===== src/rtl/hazard_sched.sv =====
// Hazard/stall scheduler for the 5-stage RV32 pipeline: forwarding selects,
// load-use stall, redirect flushes and multi-cycle EX op sequencing.
// Ports: clk, rst (async, active-low); ID/EX/MEM/WB register ids and controls in;
//   ForwardA_E/ForwardB_E, Stall_F/D/E, Flush_D/E, MulDivDone_E out.
// Optional build macro HAZARD_STATS_EN adds StallCount/FlushCount (32-bit) outputs.
module hazard_sched #(
  parameter int MULDIV_CYCLES = 4,
  parameter int CNT_W         = 6
) (
  input  logic       clk,
  input  logic       rst,
  input  logic [4:0] rs1_D,
  input  logic [4:0] rs2_D,
  input  logic [4:0] rs1_E,
  input  logic [4:0] rs2_E,
  input  logic [4:0] rd_E,
  input  logic [1:0] ResultSrc_E,
  input  logic       PCSrc_E,
  input  logic       MulDivStart_E,
  input  logic [4:0] rd_M,
  input  logic       RegWrite_M,
  input  logic [4:0] rd_W,
  input  logic       RegWrite_W,
  output logic [1:0] ForwardA_E,
  output logic [1:0] ForwardB_E,
  output logic       Stall_F,
  output logic       Stall_D,
  output logic       Stall_E,
  output logic       Flush_D,
  output logic       Flush_E,
  output logic       MulDivDone_E
`ifdef HAZARD_STATS_EN
  ,
  output logic [31:0] StallCount,
  output logic [31:0] FlushCount
`endif
);

  typedef enum logic [1:0] {
    IDLE = 2'd0,
    BUSY = 2'd1,
    DONE = 2'd2
  } state_e;

  // BUSY cycles between the accepting IDLE cycle and the DONE cycle.
  localparam logic [CNT_W-1:0] CNT_INIT = CNT_W'(MULDIV_CYCLES - 2);

  state_e           state_q, state_d;
  logic [CNT_W-1:0] cnt_q, cnt_d;
  logic             lw_stall;
  logic             start_ok;
  logic             busy;

  function automatic logic [1:0] fwd_sel(input logic [4:0] rs);
    logic [1:0] s;
    s = 2'b00;
    if (RegWrite_M && rd_M != 5'd0 && rd_M == rs)
      s = 2'b10;
    else if (RegWrite_W && rd_W != 5'd0 && rd_W == rs)
      s = 2'b01;
    return s;
  endfunction

  always_comb begin
    ForwardA_E = fwd_sel(rs1_E);
    ForwardB_E = fwd_sel(rs2_E);
  end

  always_comb begin
    lw_stall = (ResultSrc_E == 2'b01) && (rd_E != 5'd0) &&
               ((rd_E == rs1_D) || (rd_E == rs2_D));
  end

  // A redirect kills the op in EX, so it must not start.
  assign start_ok = MulDivStart_E && !PCSrc_E;

  always_ff @(posedge clk or negedge rst) begin
    if (!rst) begin
      state_q <= IDLE;
      cnt_q   <= '0;
    end else begin
      state_q <= state_d;
      cnt_q   <= cnt_d;
    end
  end

  always_comb begin
    state_d = state_q;
    cnt_d   = cnt_q;
    unique case (state_q)
      IDLE: begin
        if (start_ok) begin
          cnt_d   = CNT_INIT;
          state_d = (CNT_INIT == '0) ? DONE : BUSY;
        end
      end
      BUSY: begin
        cnt_d = cnt_q - CNT_W'(1);
        if (cnt_d == '0)
          state_d = DONE;
      end
      DONE:    state_d = IDLE;
      default: state_d = IDLE;
    endcase
  end

  always_comb begin
    busy         = ((state_q == IDLE) && start_ok) || (state_q == BUSY);
    MulDivDone_E = (state_q == DONE);
    Stall_F      = lw_stall || busy;
    Stall_D      = lw_stall || busy;
    Stall_E      = busy;
    Flush_D      = PCSrc_E;
    // While frozen, the load stays in EX; a bubble would lose it.
    Flush_E      = PCSrc_E || (lw_stall && !busy);
  end

`ifdef HAZARD_STATS_EN
  logic [31:0] stall_cnt_q, flush_cnt_q;

  always_ff @(posedge clk or negedge rst) begin
    if (!rst) begin
      stall_cnt_q <= '0;
      flush_cnt_q <= '0;
    end else begin
      if (Stall_F) stall_cnt_q <= stall_cnt_q + 32'd1;
      if (Flush_D) flush_cnt_q <= flush_cnt_q + 32'd1;
    end
  end

  assign StallCount = stall_cnt_q;
  assign FlushCount = flush_cnt_q;
`endif

endmodule


===== config.mk =====
export PLATFORM = sky130hd
export DESIGN_NAME = hazard_sched
export DESIGN_NICKNAME = d
export VERILOG_FILES = /design/src/rtl/hazard_sched.sv
export SDC_FILE = /design/constraint.sdc
export NUM_CORES = 1
export LEC_CHECK = 0
export BUFFER_PORTS_ARGS = -buffer_cell sky130_fd_sc_hd__buf_2
export CORE_UTILIZATION = 42
export DETAILED_ROUTE_END_ITERATION = 10
export GPL_TIMING_DRIVEN = 0
export HOLD_SLACK_MARGIN = 0.15
export PLACE_DENSITY = 0.79
export SLEW_MARGIN = 20
export SYNTH_ARGS = -nofsm -noshare
export SYNTH_HDL_FRONTEND = slang
export SYNTH_SLANG_ARGS = --single-unit
export TNS_END_PERCENT = 50

===== constraint.sdc =====
create_clock -name clk -period 1.76 [get_ports clk]
set_clock_uncertainty 0.15 [all_clocks]
set_input_delay 0.176 -clock clk [delete_from_list [all_inputs] [get_ports clk]]
set_output_delay 0.176 -clock clk [all_outputs]
set_load 0.02 [all_outputs]

==> flow_metrics.env, run 1 <==
export IMPL_clk_pin_slew_ns=0.05
export IMPL_syn_nets=145
export IMPL_antenna_cells=0
export IMPL_grt_pass1_wl_mm=3.31
export IMPL_power_mw=1.14
export IMPL_synth_commonest_cells="xor2_1, xnor2_1, dfrtp_1, o21ai_0, nor2_1"
export IMPL_cpMaxStageDelayCell="or4_4"
export IMPL_yosys_area_share_adder_pct=2.93
export IMPL_multiInputGateArea_sq_um=667
export IMPL_gp_congestion=0.793
export IMPL_drive_gt1_share_pct=43.0
export IMPL_reg2reg_depth=4
export IMPL_p_leak_nw=0.583
export IMPL_clockRootBuffer="clkbuf_4"
export IMPL_initial_core_util_pct=46.9
export IMPL_start_kind="input port"
export IMPL_rows=15
export IMPL_max_stage_delay_ns=0.55
export IMPL_drt_iter0_markers=9
export IMPL_synth_xor_area_share_pct=34.9
export IMPL_dieWidth_microns=47.1
export IMPL_cts_tree="done"
export IMPL_grt_usage_pct=21.1
export IMPL_postSynthAreaPerCell_sq_um=8.53
export IMPL_syn_inst=100
export IMPL_regArea_sq_um=200
export IMPL_finalInstanceArea_sq_um=1250
export IMPL_yosysUniqueCellTypes=25
export IMPL_hpwl_mm=1.79
export IMPL_route_detailed_drc=0
export IMPL_crit_chain="buf_2 > or4_4 > o21ai_4 > nor4_2 > nor4_2 > buf_4"
export IMPL_clk_latency_ns=0.25
export IMPL_drt_total_wl_mm=2.17
export IMPL_grt_max_degree=9
export IMPL_yosys_area_share_simple_pct=23.5
export IMPL_hold_path_class="in2reg"
export IMPL_ys_ff_latch=8
export IMPL_area_growth_syn_to_layout_pct=46.6
export IMPL_cp_common_cell="nor4_2"
export IMPL_synth_top_family_by_area="XOR/XNOR gates"
export IMPL_powerDensity_nw_per_um2=907
export IMPL_peakVddDrop_v=0.000452
export IMPL_yosysSeqAreaShare_pct=23.5
export IMPL_post_synth_top_count_cell="xor2_1"
export IMPL_whs_path_depth=5
export IMPL_yosysWarningCount=0
export IMPL_drt_wirelength_per_cell_microns=11.9
export IMPL_die_area_sq_um=2220
export IMPL_rsz0062_at_grt="yes"
export IMPL_crit_type="in2out"
export IMPL_period_share_pct=101
export IMPL_overflow=0
export IMPL_setup_viol=2
export IMPL_synthFlopType="dfrtp_1"
export IMPL_fin_nets=205
export IMPL_slew_headroom_pct=74.5
export IMPL_die_h_microns=47.1
export IMPL_period_minus_slack_ns=1.78
export IMPL_worst_pin_slew_ns=0.381
export IMPL_clockBufferDepth=2
export IMPL_synthMuxAreaShare_pct=0
export IMPL_viasPerCell=5.02
export IMPL_async_reset_ff_share_pct=100
export IMPL_violations="setup timing"
export IMPL_io_pins=53
export IMPL_yosys_area_top_type="xor2_1"
export IMPL_synth_area_sq_um=853
export IMPL_vias=919
export IMPL_fillCellCount=146
export IMPL_path_max_fanout=3
export IMPL_cts_sinks=8
export IMPL_postRouteAntennaNets=0
export IMPL_dp_slack_ns=-0.119
export IMPL_synth_compound_area_share_pct=11.7
export IMPL_hold_violations=0
export IMPL_synth_area_leaders="xor2_1, dfrtp_1, xnor2_1, o21ai_0, or4_1"
export IMPL_antenna_found_initial=0
export IMPL_synth_edff_count=0
export IMPL_placed_area_sq_um=1150
export IMPL_dr_pass1_iters=4
export IMPL_io_buffers=52
export IMPL_fin_ws_ns=-0.0216
export IMPL_core_sq_um=1820
export IMPL_crit_required_ns=1.43
export IMPL_cap_violations=0
export IMPL_max_freq_mhz=561
export IMPL_slew_viol_final=0
export IMPL_status="complete, but fails checks"
export IMPL_grt_pass1_vias=861
export IMPL_final_util_pct=68.7
export IMPL_cts_made_buffers=3
export IMPL_synth_top_cell_area_share_pct=25.7
export IMPL_htree_num_levels=1
export IMPL_cp_arrival_ns=1.46
export IMPL_cp_end_kind="output port"
-- logic make-up after synthesis --
| logic type | after synthesis |
|---|---|
| XOR/XNOR | 34 |
| AND/OR/NAND/NOR | 34 |
| AO/OA/AOI/OAI | 16 |
| flip-flops | 8 |
| buffers and inverters | 6 |
| adder cells (fa/ha/maj) | 2 |
-- routing by layer --
| metal | track usage [%] | vias up | part of all wire (%) |
|---|---|---|---|
| met5 | 0 | - | 0 |
| met4 | 4.57 | 0 | 1.1 |
| met3 | 5.00 | 4 | 4.9 |
| met2 | 40.8 | 34 | 52 |
| met1 | 22.9 | 416 | 42 |
| li1 | - | 465 | - |
-- worst paths after layout --
kind	start	to	slack [ns]
setup / recovery	rd_M[0]	ForwardA_E[0]	-0.02
hold / removal	PCSrc_E	state_q[0]	0.34
setup reg to reg	cnt_q[2]	cnt_q[5]	0.20
hold reg to reg	cnt_q[3]	cnt_q[3]	0.40
max in group asynchronous	rst	cnt_q[1]	0.43
min in group asynchronous	rst	cnt_q[2]	0.76
-- worst max-delay path: cells and delay by family --
family / cells / cell delay (ns)
AO/OA/AOI/OAI: 1 / 0.19
buffers and inverters: 2 / 0.30
AND/OR/NAND/NOR: 3 / 0.78
-- state kept, by name, indices dropped and copies added (netlist names) --
name     cells
cnt_q        6
state_q      2
-- repair_timing --
action,4_1_cts,5_1_grt
endpoints found under the setup margin,6,3
setup buffers,1,0
pin swaps,6,0
endpoints found under the hold margin,8,0
hold buffers,2,0
gates resized for setup,12,2
cloned,0,0
-- per-stage QoR --
stage	hold WS [ns]	TNS, ns	cells
final	0.339	-0.0338	183
after global routing	0.382	-0.153	183
after detailed placement	-0.121	-0.399	177
after floorplan	-0.270	-0.136	100
after CTS	0.339	-0.0298	183
after global placement	-0.126	-0.297	177
-- placed cells by master (no fill, tap or decap) --
| master | n |
|---|---|
| dlygate4sd3_1 | 2 |
| o31ai_2 | 1 |
| o21bai_4 | 1 |
| nor2b_1 | 4 |
| or4_1 | 3 |
| a22oi_1 | 2 |
| o21ai_0 | 6 |
| o21ai_1 | 2 |
| dfrtp_1 | 8 |
| or4_4 | 2 |
| o31ai_1 | 1 |
| a41oi_1 | 1 |
| or3_1 | 1 |
| buf_2 | 47 |
| xnor2_1 | 9 |
| nor3_1 | 4 |
| nand2b_1 | 1 |
| buf_4 | 8 |
| o21ai_2 | 1 |
| xor2_1 | 25 |
| nor3b_1 | 1 |
| inv_1 | 4 |
| nand3_1 | 3 |
| clkbuf_4 | 3 |
| o21ai_4 | 1 |
| nor4_2 | 4 |
| ha_1 | 2 |
| nand2_1 | 5 |
| nor2_1 | 6 |
-- power breakdown --
part	internal [mW]	switching, mW
combinational	0.297	0.346
clock	0.0777	0.0580
sequential	0.267	0.0910
-- layout make-up --
cell class / instances / share of cell area, %
buffer: 2 / 1.20
tap: 25 / 2.50
multi-input combinational: 86 / 53.3
inverter: 4 / 1.20
timing repair buffer: 55 / 24.0
clock buffer: 3 / 1.80
sequential: 8 / 16.0
No activity file was read; power rests on OpenSTA's default activity.
==> run 2, diff against run 1 <==
- BUFFER_PORTS_ARGS: -buffer_cell sky130_fd_sc_hd__buf_2 -> -buffer_cell sky130_fd_sc_hd__buf_4
- SKIP_CTS_REPAIR_TIMING: default -> 1
==> flow_metrics.env, run 2 (synthesized netlist as in run 1, its figures left out) <==
export IMPL_vias=937
export IMPL_powerDensity_nw_per_um2=863
export IMPL_start_kind="input port"
export IMPL_wl_met1_microns=951
export IMPL_final_common_cell="buf_4"
export IMPL_hold_path_class="in2reg"
export IMPL_top_regs="cnt_q (6), state_q (2)"
export IMPL_initial_core_util_pct=46.9
export IMPL_slew_headroom_pct=57.7
export IMPL_crit_chain="buf_4 > xor2_1 > or4_4 > nor4_4 > buf_4"
export IMPL_antenna_found_initial=0
export IMPL_dieWidth_microns=47.1
export IMPL_power_mw=1.18
export IMPL_max_stage_delay_ns=0.55
export IMPL_route_detailed_drc=0
export IMPL_regArea_sq_um=200
export IMPL_htree_num_levels=1
export IMPL_power_switching_mw=0.498
export IMPL_p_comb_share_pct=57.6
export IMPL_wl_met3_microns=90
export IMPL_cap_violations=0
export IMPL_grt_pass1_vias=829
export IMPL_worst_pin_slew_ns=0.629
export IMPL_cts_sinks=8
export IMPL_die_h_microns=47.1
export IMPL_path_delay_family="simple AND/OR/NAND/NOR gates"
export IMPL_fin_ws_ns=-0.00431
export IMPL_viasPerCell=5.09
export IMPL_area_growth_syn_to_layout_pct=60.7
export IMPL_drt_total_wl_mm=2.22
export IMPL_dp_slack_ns=-0.153
export IMPL_fin_tns_setup_ns=-0.00431
export IMPL_clk_pin_slew_ns=0.05
export IMPL_cp_end_kind="output port"
export IMPL_grt_max_degree=10
export IMPL_drt_wirelength_per_cell_microns=12.1
export IMPL_slew_viol_final=0
export IMPL_hold_violations=0
export IMPL_rsz0062_at_grt="yes"
export IMPL_cp_common_cell="buf_4"
export IMPL_crit_required_ns=1.43
export IMPL_path_max_fanout=2
export IMPL_cp_arrival_ns=1.44
export IMPL_max_freq_mhz=567
export IMPL_netSwitchingFraction_pct=42.1
export IMPL_dr_pass1_iters=3
export IMPL_cts_tree="done"
export IMPL_fin_nets=206
export IMPL_p_int_mw=0.685
export IMPL_multiInputGateArea_sq_um=659
export IMPL_clockBufferDepth=2
export IMPL_gp_congestion=0.799
export IMPL_postRouteAntennaNets=0
export IMPL_met2_length_mm=1.15
export IMPL_core_sq_um=1820
export IMPL_path_buf_inv=2
export IMPL_p_seq_share_pct=30.4
export IMPL_overflow=0
export IMPL_top_register="cnt_q"
export IMPL_status="complete, but fails checks"
export IMPL_io_buffers=52
export IMPL_antenna_cells=0
export IMPL_violations="setup timing"
export IMPL_holdWs_ns=0.318
export IMPL_drt_iter0_markers=6
export IMPL_hpwl_mm=1.86
export IMPL_grt_pass1_wl_mm=3.29
export IMPL_cts_made_buffers=3
export IMPL_rows=15
export IMPL_io_pins=53
export IMPL_crit_type="in2out"
export IMPL_fillCellCount=142
export IMPL_pwr_share_clk_pct=12.1
export IMPL_largest_reg_flops=6
export IMPL_period_share_pct=100
export IMPL_cpMaxStageDelayCell="or4_4"
export IMPL_clockRootBuffer="clkbuf_4"
export IMPL_peakVddDrop_v=0.000480
export IMPL_die_area_sq_um=2220
export IMPL_drive_gt1_share_pct=42.1
export IMPL_period_minus_slack_ns=1.76
export IMPL_p_leak_nw=0.627
export IMPL_final_cell_mix="buf_4, xor2_1, xnor2_1, dfrtp_1"
export IMPL_clk_latency_ns=0.26
export IMPL_setup_viol=1
export IMPL_grt_usage_pct=20.8
export IMPL_top_layer="met4"
[run 2: layout make-up]
type | count | share of cell area [%]
plain buffers | 2 | 1.09
clock buffers | 3 | 1.64
inverters | 4 | 1.09
multi-input cells | 86 | 48.1
flip-flops and latches | 8 | 14.6
well taps | 25 | 2.28
repair buffers | 56 | 31.2
[run 2: final timing paths]
| check | from | end | slack [ns] | depth (start not counted) |
|---|---|---|---|---|
| worst max-delay path | rs2_E[0] | ForwardB_E[0] | -0.004 | 5 |
| worst min-delay path | PCSrc_E | state_q[0] | 0.32 | 5 |
| worst max register to register | cnt_q[2] | cnt_q[5] | 0.19 | 4 |
| worst min register to register | cnt_q[5] | cnt_q[5] | 0.39 | 2 |
| max in group asynchronous | rst | cnt_q[2] | 0.59 | 3 |
| min in group asynchronous | rst | cnt_q[4] | 0.70 | 3 |
[run 2: tightest hold or removal path: cells and delay by family]
family	cells	cell delay (ns)
buffers and inverters	2	0.24
AOI/OAI and AO/OA	2	0.20
and+or+nand+nor	1	0.06
[run 2: routing by layer]
layer	up-vias	GRT usage (%)
li1	468	-
met1	432	24.6
met2	32	38.3
met3	5	1.54
met4	0	8.57
met5	-	0
[run 2: power groups by stage]
stage,logic (mW),registers [mW],clock network [mW]
finish,0.681,0.359,0.143
global route,0.761,0.371,0.150
CTS,0.647,0.355,0.145
detailed placement,0.645,0.357,0
global placement,0.624,0.351,0
floorplan,0.426,0.336,0
[run 2: through the flow]
step	cell area, sq um	instances	utilization, %
after CTS	1300	180	71.5
final	1370	184	75.3
after floorplan	858	100	-
after detailed placement	1280	177	70.3
after global routing	1370	184	75.3
after global placement	1280	177	70.3
